===== config.mk =====
export PLATFORM = sky130hd
export DESIGN_NAME = program_loader
export DESIGN_NICKNAME = d
export VERILOG_FILES = /design/src/rtl/loader_pkg.sv /design/src/rtl/loader_sync.sv /design/src/rtl/program_loader.sv
export SDC_FILE = /design/constraint.sdc
export NUM_CORES = 1
export LEC_CHECK = 0
export CORE_ASPECT_RATIO = 0.8
export CORE_MARGIN = 5
export CORE_UTILIZATION = 49
export CTS_CLUSTER_SIZE = 25
export DETAILED_ROUTE_END_ITERATION = 12
export PLACE_DENSITY = 0.78
export SYNTH_ARGS = -nofsm -noshare
export SYNTH_HDL_FRONTEND = slang
export SYNTH_SLANG_ARGS = --single-unit

===== constraint.sdc =====
create_clock -name clk -period 1.75 [get_ports clk]
set_clock_uncertainty 0.2 [all_clocks]
set_input_delay 0.35 -clock clk [delete_from_list [all_inputs] [get_ports clk]]
set_output_delay 0.35 -clock clk [all_outputs]
set_load 0.1 [all_outputs]

===== src/rtl/loader_pkg.sv =====
// Shared types and defaults for the byte-serial program loader.
// Build option: LOADER_CHECKSUM_EN adds the trailing checksum byte and the err path.
package loader_pkg;

    localparam int unsigned SYNC_STAGES_DEFAULT = 2;

    typedef enum logic [2:0] {
        S_IDLE,
        S_WAIT_VALID,
        S_WRITE,
        S_WAIT_RELEASE,
        S_CHECK,
        S_DONE,
        S_ERROR
    } loader_state_t;

endpackage


===== src/rtl/loader_sync.sv =====
// Multi-flop synchronizer for a single asynchronous control input.
module loader_sync #(
    parameter int unsigned STAGES = 2
) (
    input  logic clk,
    input  logic rst,
    input  logic d_i,
    output logic q_o
);

    logic [STAGES-1:0] sync_q;

    always_ff @(posedge clk or posedge rst) begin
        if (rst) begin
            sync_q <= '0;
        end else begin
            sync_q <= {sync_q[STAGES-2:0], d_i};
        end
    end

    assign q_o = sync_q[STAGES-1];

endmodule


===== src/rtl/program_loader.sv =====
// Loads a RAM image byte-by-byte from the host under a 4-phase valid/ack handshake.
// Build option: LOADER_CHECKSUM_EN expects one trailing checksum byte and enables err.
module program_loader
    import loader_pkg::*;
#(
    parameter int unsigned RAM_BYTES   = 16,
    parameter int unsigned SYNC_STAGES = SYNC_STAGES_DEFAULT,
    localparam int unsigned ADDR_W     = $clog2(RAM_BYTES)
) (
    input  logic              clk,
    input  logic              rst,
    input  logic [7:0]        in_data,
    input  logic              in_valid,
    input  logic              start,
    output logic              in_ack,
    output logic [ADDR_W-1:0] ram_addr,
    output logic [7:0]        ram_data,
    output logic              ram_we,
    output logic              cpu_hold,
    output logic              done,
    output logic              err
);

    localparam int unsigned CNT_W = ADDR_W + 1;
`ifdef LOADER_CHECKSUM_EN
    localparam int unsigned IMAGE_LEN = RAM_BYTES + 1;
`else
    localparam int unsigned IMAGE_LEN = RAM_BYTES;
`endif

    logic valid_s;
    logic start_s;
    logic start_rise_c;

    loader_state_t     state_q;
    logic [CNT_W-1:0]  count_q;
    logic              start_prev_q;
    logic              in_ack_q;
    logic [ADDR_W-1:0] ram_addr_q;
    logic [7:0]        ram_data_q;
    logic              ram_we_q;
    logic              cpu_hold_q;
    logic              done_q;
`ifdef LOADER_CHECKSUM_EN
    logic [7:0]        sum_q;
    logic              err_q;
`endif

    loader_sync #(.STAGES(SYNC_STAGES)) u_sync_valid (
        .clk (clk),
        .rst (rst),
        .d_i (in_valid),
        .q_o (valid_s)
    );

    loader_sync #(.STAGES(SYNC_STAGES)) u_sync_start (
        .clk (clk),
        .rst (rst),
        .d_i (start),
        .q_o (start_s)
    );

    assign start_rise_c = start_s & ~start_prev_q;

    always_ff @(posedge clk or posedge rst) begin
        if (rst) begin
            state_q      <= S_IDLE;
            count_q      <= '0;
            start_prev_q <= 1'b0;
            in_ack_q     <= 1'b0;
            ram_addr_q   <= '0;
            ram_data_q   <= '0;
            ram_we_q     <= 1'b0;
            cpu_hold_q   <= 1'b0;
            done_q       <= 1'b0;
`ifdef LOADER_CHECKSUM_EN
            sum_q        <= '0;
            err_q        <= 1'b0;
`endif
        end else begin
            start_prev_q <= start_s;
            ram_we_q     <= 1'b0;
            case (state_q)
                S_IDLE, S_DONE, S_ERROR: begin
                    if (start_rise_c) begin
                        done_q     <= 1'b0;
                        count_q    <= '0;
                        cpu_hold_q <= 1'b1;
`ifdef LOADER_CHECKSUM_EN
                        err_q      <= 1'b0;
                        sum_q      <= '0;
`endif
                        state_q    <= S_WAIT_VALID;
                    end
                end
                S_WAIT_VALID: begin
                    if (valid_s) begin
                        in_ack_q <= 1'b1;
                        if (count_q < CNT_W'(RAM_BYTES)) begin
                            // Write strobe, address and data are presented during S_WRITE.
                            ram_data_q <= in_data;
                            ram_addr_q <= count_q[ADDR_W-1:0];
                            ram_we_q   <= 1'b1;
                            state_q    <= S_WRITE;
                        end else begin
`ifdef LOADER_CHECKSUM_EN
                            sum_q   <= sum_q + in_data;
                            count_q <= count_q + CNT_W'(1);
`endif
                            state_q <= S_WAIT_RELEASE;
                        end
                    end
                end
                S_WRITE: begin
`ifdef LOADER_CHECKSUM_EN
                    sum_q   <= sum_q + ram_data_q;
`endif
                    count_q <= count_q + CNT_W'(1);
                    state_q <= S_WAIT_RELEASE;
                end
                S_WAIT_RELEASE: begin
                    if (!valid_s) begin
                        in_ack_q <= 1'b0;
                        state_q  <= (count_q == CNT_W'(IMAGE_LEN)) ? S_CHECK : S_WAIT_VALID;
                    end
                end
                S_CHECK: begin
`ifdef LOADER_CHECKSUM_EN
                    if (sum_q == 8'h00) begin
                        done_q     <= 1'b1;
                        cpu_hold_q <= 1'b0;
                        state_q    <= S_DONE;
                    end else begin
                        err_q      <= 1'b1;
                        state_q    <= S_ERROR;
                    end
`else
                    done_q     <= 1'b1;
                    cpu_hold_q <= 1'b0;
                    state_q    <= S_DONE;
`endif
                end
                default: state_q <= S_IDLE;
            endcase
        end
    end

    assign in_ack   = in_ack_q;
    assign ram_addr = ram_addr_q;
    assign ram_data = ram_data_q;
    assign ram_we   = ram_we_q;
    assign cpu_hold = cpu_hold_q;
    assign done     = done_q;
`ifdef LOADER_CHECKSUM_EN
    assign err      = err_q;
`else
    assign err      = 1'b0;
`endif

endmodule

Word level (Yosys, flattened, before mapping)
Cells that the tools add are included.
{ "word_totals": {"output_inout_bits": 17, "reg_bits": 29, "input_bits": 12} }
{ "op_classes": {"n_addsub": 1, "reduce_logical": 10, "n_bitwise": 2, "muxes": 18, "n_eq_ne": 10, "n_lt_le_gt_ge": 1} }
{ "ops": {"columns": ["op", "n"], "rows": [
  ["$pmux 3 s5", 1],
  ["$mux 3", 4],
  ["$pmux 5 s2", 1],
  ["$eq 3x3->1 const B", 3],
  ["$reduce_and 3->1", 3],
  ["$mux 1", 8],
  ["$eq 3x2->1 const B", 2],
  ["$pmux 1 s2", 3],
  ["$reduce_bool 2->1", 3],
  ["$add 5x1->5 const B", 1],
  ["$eq 5x5->1 const B", 1],
  ["$lt 5x5->1 const B", 1],
  ["$mux 5", 1],
  ["$ne 2x2->1 const B", 2],
  ["$reduce_and 2->1", 2],
  ["$eq 3x1->1 const B", 1],
  ["$logic_not 3->1", 1],
  ["$reduce_or 3->1", 1],
  ["$ne 2x1->1 const B", 1],
  ["$and 1x1->1", 1],
  ["$not 1->1", 1]
]} }

Logic depth before layout (Yosys ltp)
Gate-level depths: netlist (run 1).
{ "logic_depth": {"word_depth": 4, "depth_mapped": 6, "depth_no_buf": 6} }

By module
A second synthesis (run 1) with hierarchy kept.
{ "hier_totals": {"hier_cells": 109, "hier_area_um2": 1306.3} }
{ "modules_own_cells": {"columns": ["module", "cells_per_inst", "n_inst", "area_per_inst_um2"], "rows": [
  ["program_loader", 103, 1, 1198.6],
  ["loader_sync", 3, 2, 53.8]
]} }

Least setup slack after synthesis (run 1)
No wires, ideal clock.
{ "synth_timing": {"path_kind": "flip-flop to flip-flop", "startpoint": "reg state_q[2]", "endpoint": "reg ram_addr_q[3] (netlist: ram_addr[3])", "t_required_ps": 1425, "synth_period_minus_slack_ps": 1563, "path_stages_with_launch": 5, "path_buffers": 1, "arrival_ps": 1238, "slack_ps": 187, "cell_sequence": "dfrtp_1 nor3_2 nand3_2 buf_6 mux2_4"} }
{ "synth_via": {"elab_chain_cells": 2} }
{ "synth_rtl": {"columns": ["element", "line_no", "source"], "rows": [
  ["start: declaration", "program_loader.sv:35", "loader_state_t state_q;"],
  ["start signal: assignment", "program_loader.sv:124", "state_q <= (count_q == CNT_W'(IMAGE_LEN)) ? S_CHECK : S_WAIT_VALID;"],
  ["$eq 3x1->1", "program_loader.sv:83", "case (state_q)"],
  ["$reduce_and 3->1 (no source line)", null, null],
  ["end signal: assignment", "program_loader.sv:102", "ram_addr_q <= count_q[ADDR_W-1:0];"],
  ["end: declaration", "program_loader.sv:39", "logic [ADDR_W-1:0] ram_addr_q;"]
]} }
No other way between the ends.
A chain may end at the register's enable or synchronous reset.

Worst setup path in the final report (run 1)
{ "layout_timing": {"startpoint": "reg count_q[0]", "endpoint": "reg state_q[0]"} }
{ "layout_via": {"elab_chain_cells": 4} }
{ "layout_rtl": {"columns": ["element", "line_no", "source"], "rows": [
  ["start: declaration", "program_loader.sv:36", "logic [CNT_W-1:0] count_q;"],
  ["start signal: assignment", "program_loader.sv:118", "count_q <= count_q + CNT_W'(1);"],
  ["$lt 5x5->1 or $eq 5x5->1 (tied branches)", "program_loader.sv:99, program_loader.sv:124", null],
  ["$mux 1 or $mux 3 (tied branches)", "program_loader.sv:99, program_loader.sv:124", null],
  ["$mux 3 (on tied branches)", "program_loader.sv:97, program_loader.sv:122", null],
  ["$pmux 3 s5 (*)", "program_loader.sv:83", null]
]} }
Mark *: on every way between the ends. The rest lies on a longest branch, timed or not. The select of a mux whose other input is x is not followed.

==> results of run 1 <==
[layout make-up]
type | count | area (µm²)
timing repair buffer | 33 | 475
fill | 166 | 631
clock buffer | 7 | 55.1
tap | 36 | 45.0
clock inverter | 1 | 30.0
multi-input combinational | 66 | 494
sequential | 29 | 726
inverter | 7 | 26.3
[cell usage in the layout (no fill, tap or decap), types with 2 or more instances in the layout]
cell type and n:
clkdlybuf4s50_1 11, o21ai_0 4, inv_1 7, a21o_1 2
a21oi_1 5, mux2_4 5, nand2_1 8, a22o_1 3
mux2_2 6, buf_12 16, clkbuf_4 5, nor2_1 4
o2111ai_1 3, ha_1 2, buf_4 6, nand2b_1 4
nand3_1 4, nor4_1 2, dfrtp_1 29
[metrics by stage]
| step | cell area [µm²] | setup slack, ns | hold slack (ns) |
|---|---|---|---|
| global route | 1850 | 0.00903 | 0.162 |
| floorplan | 1280 | 0.187 | 0.131 |
| global placement | 1770 | 0.193 | 0.133 |
| CTS | 1850 | 0.133 | 0.156 |
| finish | 1850 | 0.119 | 0.153 |
| detailed placement | 1770 | 0.151 | 0.135 |
[layer usage]
layer / track usage / share of wire
met1: 0.200 / 0.40
met2: 0.249 / 0.50
met3: 0.0626 / 0.074
met4: 0.118 / 0.032
met5: 0 / 0
[flip-flops by register name, indices dropped and copies added, names as in the netlist]
name / flops
ram_data: 8
done: 1
in_ack: 1
count_q: 5
cpu_hold: 1
start_prev_q: 1
u_sync_start.sync_q: 2
u_sync_valid.sync_q: 2
ram_we: 1
state_q: 3
ram_addr: 4
[how the worst min path moves through the flow]
stage | start | to | slack (ns) | cells after the start
2_1_floorplan | u_sync_start.sync_q[0] | u_sync_start.sync_q[1] | 0.13 | 0
3_3_place_gp | u_sync_valid.sync_q[0] | u_sync_valid.sync_q[1] | 0.13 | 0
3_5_place_dp | u_sync_start.sync_q[0] | u_sync_start.sync_q[1] | 0.13 | 0
4_1_cts | u_sync_start.sync_q[0] | u_sync_start.sync_q[1] | 0.16 | 0
5_1_grt | u_sync_valid.sync_q[0] | u_sync_valid.sync_q[1] | 0.16 | 0
6_report | u_sync_valid.sync_q[0] | u_sync_valid.sync_q[1] | 0.15 | 0
[cells by family (layout without fill, tap and decap cells)]
kind of cell	after synthesis	count (layout)	synth area share
compound gates	24	24	0.129
fa+ha+maj	3	3	0.0274
buf+inv	12	48	0.0460
flops	29	29	0.568
mux	11	11	0.112
other cells	1	1	0.00293
simple gates	27	27	0.115
[critical path, cell delays in order, from the launching register on]
cell and delay, ns:
dfrtp_1 0.41, inv_1 0.11, ha_1 0.16, nand4bb_1 0.13, nand2_1 0.09, nand2_1 0.05
a311o_1 0.36
==> impl_metrics.csv, run 1 <==
group,metric,value,unit
synthesis,ys_types,33,
synthesis,ys_ff_latch,29,
clock_network,clock-sinks,29,
clock_network,clock_latency,0.33,ns
clock_network,cts_setup_buffers,0,
setup_path,crit_path_end_kind,"flip-flop",
setup_path,crit_start,"count_q[0]",
setup_path,r2r_end,"state_q[0]",
clock_network,clockRootBuffer,"clkbuf_4",
clock_network,ctsResizeCount,0,
routing,avgRoutedWirePerCell,15.1,µm
timing,rsz0062_at_grt,"no",
setup_path,critPathKind,"flip-flop to flip-flop",
status,outcome,"completed",
finish,fin_util,0.746,
finish,drive_above_1_share,0.294,
placed_design,gp_congestion,0.857,
synthesis,synth-async-reset-ratio,1.00,
global_route,grt_usage,0.169,
synthesis,netlist_instances,107,
global_route,grt_antenna_before_repair,0,
synthesis,yosysSeqAreaShare,0.568,
floorplanning,die_y,55.7,µm
timing,finalHoldViolations,0,
clock_network,hold_buffers,0,
clock_network,cts_buffer_depth,2,
timing,finalMaxSlewViolations,0,
global_route,grt_max_degree,30,
floorplanning,die_w,67.1,µm
worst_hold_path,hold_path.class,"flip-flop to flip-flop",
synthesis,ys_warn_count,0,
finish,antenna_cells,0,
routing,firstDrtPassIters,4,
synthesis,synth_area,0.00128,mm²
synthesis,synth_area_leaders,"dfrtp_1 (57%), mux2_4 (5.9%), mux2_2 (5.3%)",
synthesis,avgSynthCellArea,12.0,µm²
setup_path,crit_end,"state_q[0]",
setup_path,reg2reg_slack,0.12,ns
synthesis,yosysTopAreaCell,"dfrtp_1",
floorplanning,ios,29,
finish,instances_no_fill,179,
setup_path,cp.required,1.76,ns
floorplanning,initial_core_util,0.515,
synthesis,synth.most_common_cell,"dfrtp_1",
floorplanning,dieArea,0.00374,mm²
finish,fin_nets,156,
finish,area_growth,44.8,%
synthesis,synthFlopType,"dfrtp_1",
clock_network,h-tree-depth,2,
synthesis,synth_edf_count,0,
placed_design,numPortBuffers,27,
setup_path,arrival,1.64,ns
global_route,grt_pass1_wl,4690,µm
routing,drc_errors,0,
placed_design,dp_cells,171,
placed_design,hpwl,2050,µm
timing,finalCritPeriodShare,0.932,
clock_network,cts_made_buffers,5,
floorplanning,core-area,0.00248,mm²
routing,vias,965,
setup_path,cp_max_fo,3,
synthesis,netlist_top_cells_count,"dfrtp_1 (29), nand2_1 (8), inv_1 (7)",
timing,timing.fmax,613,MHz
routing,drtIter0Drc,60,
timing,fin_crit,1.63,ns
setup_path,r2r.worst_path.cells,6,
setup_path,reg2reg_from,"count_q[0]",
clock_network,cts_tree,"done",
timing,setup_tns,0,ns
routing,vias_per_cell,5.39,
setup_path,start_kind,"flip-flop",
flow_run,drv_cap,0,
timing,setup_viol,0,
routing,ant_nets,0,
global_route,grt_pass1_vias,1002,
clock_network,clkTransAtPathRegs,0.09,ns
synthesis,synth_top_area_frac,0.568,
floorplanning,num_rows,16,
routing,routed_wl,2710,µm
global_route,gr-total-overflow,0,
synthesis,synth_nets,121,
Power of run 1 is left out: the tool's default activity adds up to more than one toggle a clock period on the data nets, which glitch-free logic cannot reach.
==> inputs of run 2 (changes only) <==
HOLD_SLACK_MARGIN = 0.15   (was unset)
REMOVE_ABC_BUFFERS = 1   (was unset)
==> run 2 against run 1 <==
Effect of this change: die area did not move; highest routed layer unchanged; critical path depth unchanged; wire length fell by 2.0%; sequential cell count did not move; clock-buffer cell count is 1 lower; largest cell class unchanged.
==> impl_metrics.csv, run 2 (synthesized netlist as in run 1, its figures left out) <==
group,metric,value,unit
finish,fin_util,0.736,
finish,drive_above_1_share,0.301,
floorplanning,die_y,55.7,µm
setup_path,cp_max_fo,3,
routing,avgRoutedWirePerCell,14.8,µm
setup_path,r2r.worst_path.cells,6,
setup_path,reg2reg_slack,0.13,ns
finish,largest_reg_flops,8,
routing,ant_nets,0,
routing,firstDrtPassIters,4,
clock_network,hold_buffers,0,
floorplanning,dieArea,0.00374,mm²
timing,setup_tns,0,ns
finish,final_cell_mix,"dfrtp_1 (28), buf_12 (16), clkdlybuf4s50_1 (11), nand2_1 (8), inv_1 (7)",
floorplanning,initial_core_util,0.515,
global_route,grt_pass1_vias,940,
placed_design,hpwl,2000,µm
finish,area_growth,42.9,%
clock_network,cts_tree,"done",
placed_design,gp_congestion,0.836,
finish,n_fill_cell,182,
routing,vias,944,
timing,finalCritPeriodShare,0.923,
global_route,grt_pass1_wl,4420,µm
flow_run,drv_cap,0,
timing,fin_crit,1.62,ns
finish,seqCellArea,727,µm²
clock_network,clock_latency,0.33,ns
timing,setup_viol,0,
clock_network,cts_made_buffers,5,
timing,finalMaxSlewViolations,0,
clock_network,clock-sinks,29,
timing,finalHoldViolations,0,
clock_network,clkTransAtPathRegs,0.09,ns
finish,antenna_cells,0,
global_route,grt_antenna_before_repair,0,
setup_path,cp.required,1.77,ns
floorplanning,num_rows,16,
routing,drc_errors,0,
floorplanning,die_w,67.1,µm
worst_hold_path,min_path_cells,0,
setup_path,arrival,1.64,ns
clock_network,cts_buffer_depth,2,
timing,worst_hold_slack,0.158,ns
setup_path,start_kind,"flip-flop",
finish,multi_input_area,502,µm²
timing,timing.fmax,619,MHz
clock_network,clockRootBuffer,"clkbuf_4",
worst_hold_path,hold_path.class,"flip-flop to flip-flop",
finish,layout_commonest_cell,"dfrtp_1",
timing,rsz0062_at_grt,"no",
global_route,grt_max_degree,30,
routing,routed_wl,2650,µm
global_route,gr-total-overflow,0,
floorplanning,core-area,0.00248,mm²
setup_path,crit_path_end_kind,"flip-flop",
floorplanning,ios,29,
routing,vias_per_cell,5.27,
finish,fin_nets,156,
setup_path,critPathKind,"flip-flop to flip-flop",
clock_network,h-tree-depth,2,
global_route,grt_usage,0.164,
routing,drtIter0Drc,30,
placed_design,numPortBuffers,27,
status,outcome,"completed",
run 2: cell count changes in the layout (fill, tap and decap cells not counted):
cell	before	now
clkinv_2	0	2
dfrtp_1	29	28
bufinv_16	1	0
dfrtp_2	0	1
clkbuf_8	1	0
nand3_2	1	0
nand3_4	0	1
run 2: worst paths after layout:
check	start	endpoint
setup / recovery	count_q[0]	state_q[0]
hold / removal	u_sync_start.sync_q[0]	u_sync_start.sync_q[1]
setup reg to reg	count_q[0]	state_q[0]
min in group asynchronous	rst	start_prev_q
max in group asynchronous	rst	state_q[0]
hold reg to reg	u_sync_start.sync_q[0]	u_sync_start.sync_q[1]
run 2: timing repair:
item                       CTS  global route
buffers inserted             0             0
setup endpoints to repair    0            13
resized for setup            0             2
run 2: layout make-up:
type,instances,area share
multi-input combinational,66,0.275
inverter,7,0.0144
sequential,29,0.398
clock buffer,6,0.0226
clock inverter,2,0.00548
timing repair buffer,33,0.260
tap,36,0.0247
run 2: layer usage:
layer,global-route usage,vias up,routed length (µm)
li1,-,450,-
met1,0.214,440,1100
met2,0.214,43,1260
met3,0.0566,11,207
met4,0.133,0,91
met5,0,-,0
run 2: metrics by stage:
stage               setup slack [ns]  std cells  cell area, µm²
floorplan                     0.0405        102            1250
global placement               0.112        171            1770
detailed placement            0.0348        171            1770
CTS                           0.0117        179            1820
global route                  0.0317        179            1830
finish                         0.134        179            1830
run 2: worst max-delay path, cell delays in order, from the launching register on:
cell	delay, ns
dfrtp_1	0.41
inv_1	0.11
ha_1	0.17
nand4bb_1	0.13
nand2_1	0.10
nand2_1	0.05
a311o_1	0.34
Power of run 2 is left out for the same reason.
==> inputs of run 3 (changes only) <==
--- a/config.mk
+++ b/config.mk
@@ -8,9 +8,9 @@
 export CORE_ASPECT_RATIO = 0.8
 export CORE_MARGIN = 5
-export CORE_UTILIZATION = 49
+export CORE_UTILIZATION = 25
+export CTS_BUF_LIST = sky130_fd_sc_hd__clkbuf_16
 export CTS_CLUSTER_SIZE = 25
 export DETAILED_ROUTE_END_ITERATION = 12
 export HOLD_SLACK_MARGIN = 0.15
-export PLACE_DENSITY = 0.78
 export REMOVE_ABC_BUFFERS = 1
 export SYNTH_ARGS = -nofsm -noshare
--- a/constraint.sdc
+++ b/constraint.sdc
@@ -3,3 +3,3 @@
 set_input_delay 0.35 -clock clk [delete_from_list [all_inputs] [get_ports clk]]
 set_output_delay 0.35 -clock clk [all_outputs]
-set_load 0.1 [all_outputs]
+set_load 0.01 [all_outputs]
==> run 3 against run 2 <==
Effect of this change: maximum frequency decreased by 6.5%; setup slack got worse by 0.11 ns; final area decreased by 0.96%; critical path type is now flip-flop to output port; highest routed layer unchanged; global-route usage decreased by 7.4 points; sequential cell count unchanged; clock-buffer cell count decreased by 1; wire length increased by 7.9%; hold slack got worse by 0.0093 ns.
==> impl_metrics.csv, run 3 (synthesized netlist as in run 1, its figures left out) <==
group,metric,value,unit
status,outcome,"completed",
worst_hold_path,hold_path.class,"flip-flop to flip-flop",
setup_path,reg2reg_slack,0.11,ns
clock_network,clkTransAtPathRegs,0.04,ns
floorplanning,initial_core_util,0.257,
finish,fin_nets,157,
setup_path,path_cells,"clkdlybuf4s50_1",
routing,routed_wl,2860,µm
timing,rsz0062_at_grt,"no",
setup_path,arrival,1.18,ns
pwr,p_leak,0.868,nW
setup_path,crit_slowest_cell,"clkdlybuf4s50_1",
finish,n_fill_cell,495,
timing,setup_viol,0,
routing,drtIter0Drc,99,
clock_network,clock_latency,0.27,ns
clock_network,cts_setup_buffers,0,
setup_path,cp_max_fo,2,
global_route,grt_max_degree,30,
floorplanning,num_rows,23,
timing,timing.fmax,578,MHz
worst_hold_path,hold_end,"u_sync_valid.sync_q[1]",
finish,largest_reg_flops,8,
global_route,grt_pass1_wl,4700,µm
timing,finalHoldViolations,0,
setup_path,r2r.worst_path.cells,4,
setup_path,worst-path-buf-inv,1,
global_route,grt_antenna_before_repair,0,
clock_network,clock-sinks,29,
finish,layout_commonest_cell,"dfrtp_1",
setup_path,reg2reg_from,"count_q[4]",
finish,area_growth,41.5,%
pwr,power_density,1690,mW/mm²
finish,antenna_cells,0,
setup_path,crit_path_max_incr_delay,0.55,ns
setup_path,start_kind,"flip-flop",
setup_path,crit_path_end_kind,"output port",
finish,drive_above_1_share,0.175,
floorplanning,die_y,74.0,µm
worst_hold_path,min_from,"u_sync_valid.sync_q[0]",
finish,final_cell_mix,"dfrtp_1 (29), clkdlybuf4s50_1 (21), inv_1 (8), nand2_1 (8), mux2_2 (6)",
routing,avgRoutedWirePerCell,14.0,µm
setup_path,r2r_end,"ram_data[2]",
clock_network,cts_buffer_depth,2,
timing,finalMaxSlewViolations,0,
routing,vias,961,
placed_design,placed_cell_area,0.00165,mm²
routing,vias_per_cell,4.69,
global_route,grt_pass1_vias,1016,
routing,ant_nets,0,
setup_path,cpLargestDelayFamily,"buffers and inverters",
floorplanning,die_w,90.0,µm
worst_hold_path,min_path_cells,0,
placed_design,numPortBuffers,27,
clock_network,cts_made_buffers,5,
pwr,peakVddDrop,699,µV
timing,setup_tns,0,ns
floorplanning,core-area,0.00498,mm²
timing,fin_crit,1.73,ns
floorplanning,ios,29,
clock_network,h-tree-depth,2,
global_route,gr-total-overflow,0,
global_route,grt_usage,0.0905,
placed_design,hpwl,2050,µm
finish,design_area,0.00181,mm²
clock_network,clockRootBuffer,"clkbuf_16",
routing,drc_errors,0,
timing,finalCritPeriodShare,0.988,
clock_network,cts_tree,"done",
routing,firstDrtPassIters,4,
setup_path,critPathKind,"flip-flop to output port",
flow_run,drv_cap,0,
placed_design,gp_congestion,0.843,
floorplanning,dieArea,0.00665,mm²
setup_path,cp.required,1.20,ns
[run 3: where the power goes]
part | internal (W) | switching [W] | total, W
combinational | 0.000672 | 0.000522 | 0.00119
clock | 0.000505 | 0.000262 | 0.000767
sequential | 0.000913 | 0.000182 | 0.00109
[run 3: worst max path at each step]
stage	slack, ns	start	cells after the start	to
floorplan	0.04	state_q[2]	3	ram_addr[3]
global placement	0.17	state_q[0]	4	count_q[0]
detailed placement	0.09	state_q[0]	4	count_q[0]
CTS	0.008	ram_data[2]	1	ram_data[2]
global route	0.004	ram_data[2]	1	ram_data[2]
finish	0.02	ram_data[2]	1	ram_data[2]
[run 3: cell type report]
type	count	area, µm²	share of cell area
clock buffers	5	125	0.0692
inverters	7	26.3	0.0145
well taps	62	77.6	0.0429
clock inverters	2	7.51	0.00415
flip-flops and latches	29	726	0.401
multi-input cells	66	498	0.275
repair buffers	34	349	0.193
[run 3: per-layer routing]
| metal | GRT usage | up-vias | share of wire |
|---|---|---|---|
| met5 | 0 | - | 0 |
| met4 | 0.0430 | 0 | 0.019 |
| met3 | 0.0425 | 7 | 0.086 |
| met2 | 0.159 | 38 | 0.50 |
| met1 | 0.0934 | 469 | 0.40 |
| li1 | - | 447 | - |
[run 3: stage by stage]
step                total power [W]  instances  setup slack (ns)   util  hold WS (ns)
global placement            0.00227        197             0.172  0.332         0.135
CTS                         0.00311        205           0.00807  0.360         0.152
finish                      0.00306        205            0.0209  0.363         0.148
floorplan                   0.00171        102            0.0408      -         0.131
detailed placement          0.00232        197            0.0941  0.332         0.136
global route                0.00327        205           0.00423  0.363         0.153
[run 3: what timing repair did]
item | in CTS | in global routing
endpoints found under the setup margin | 1 | 7
hold buffers | 1 | 0
hold endpoints to repair | 1 | 0
gates resized for setup | 1 | 6
Power figures use the tool's default switching activity.
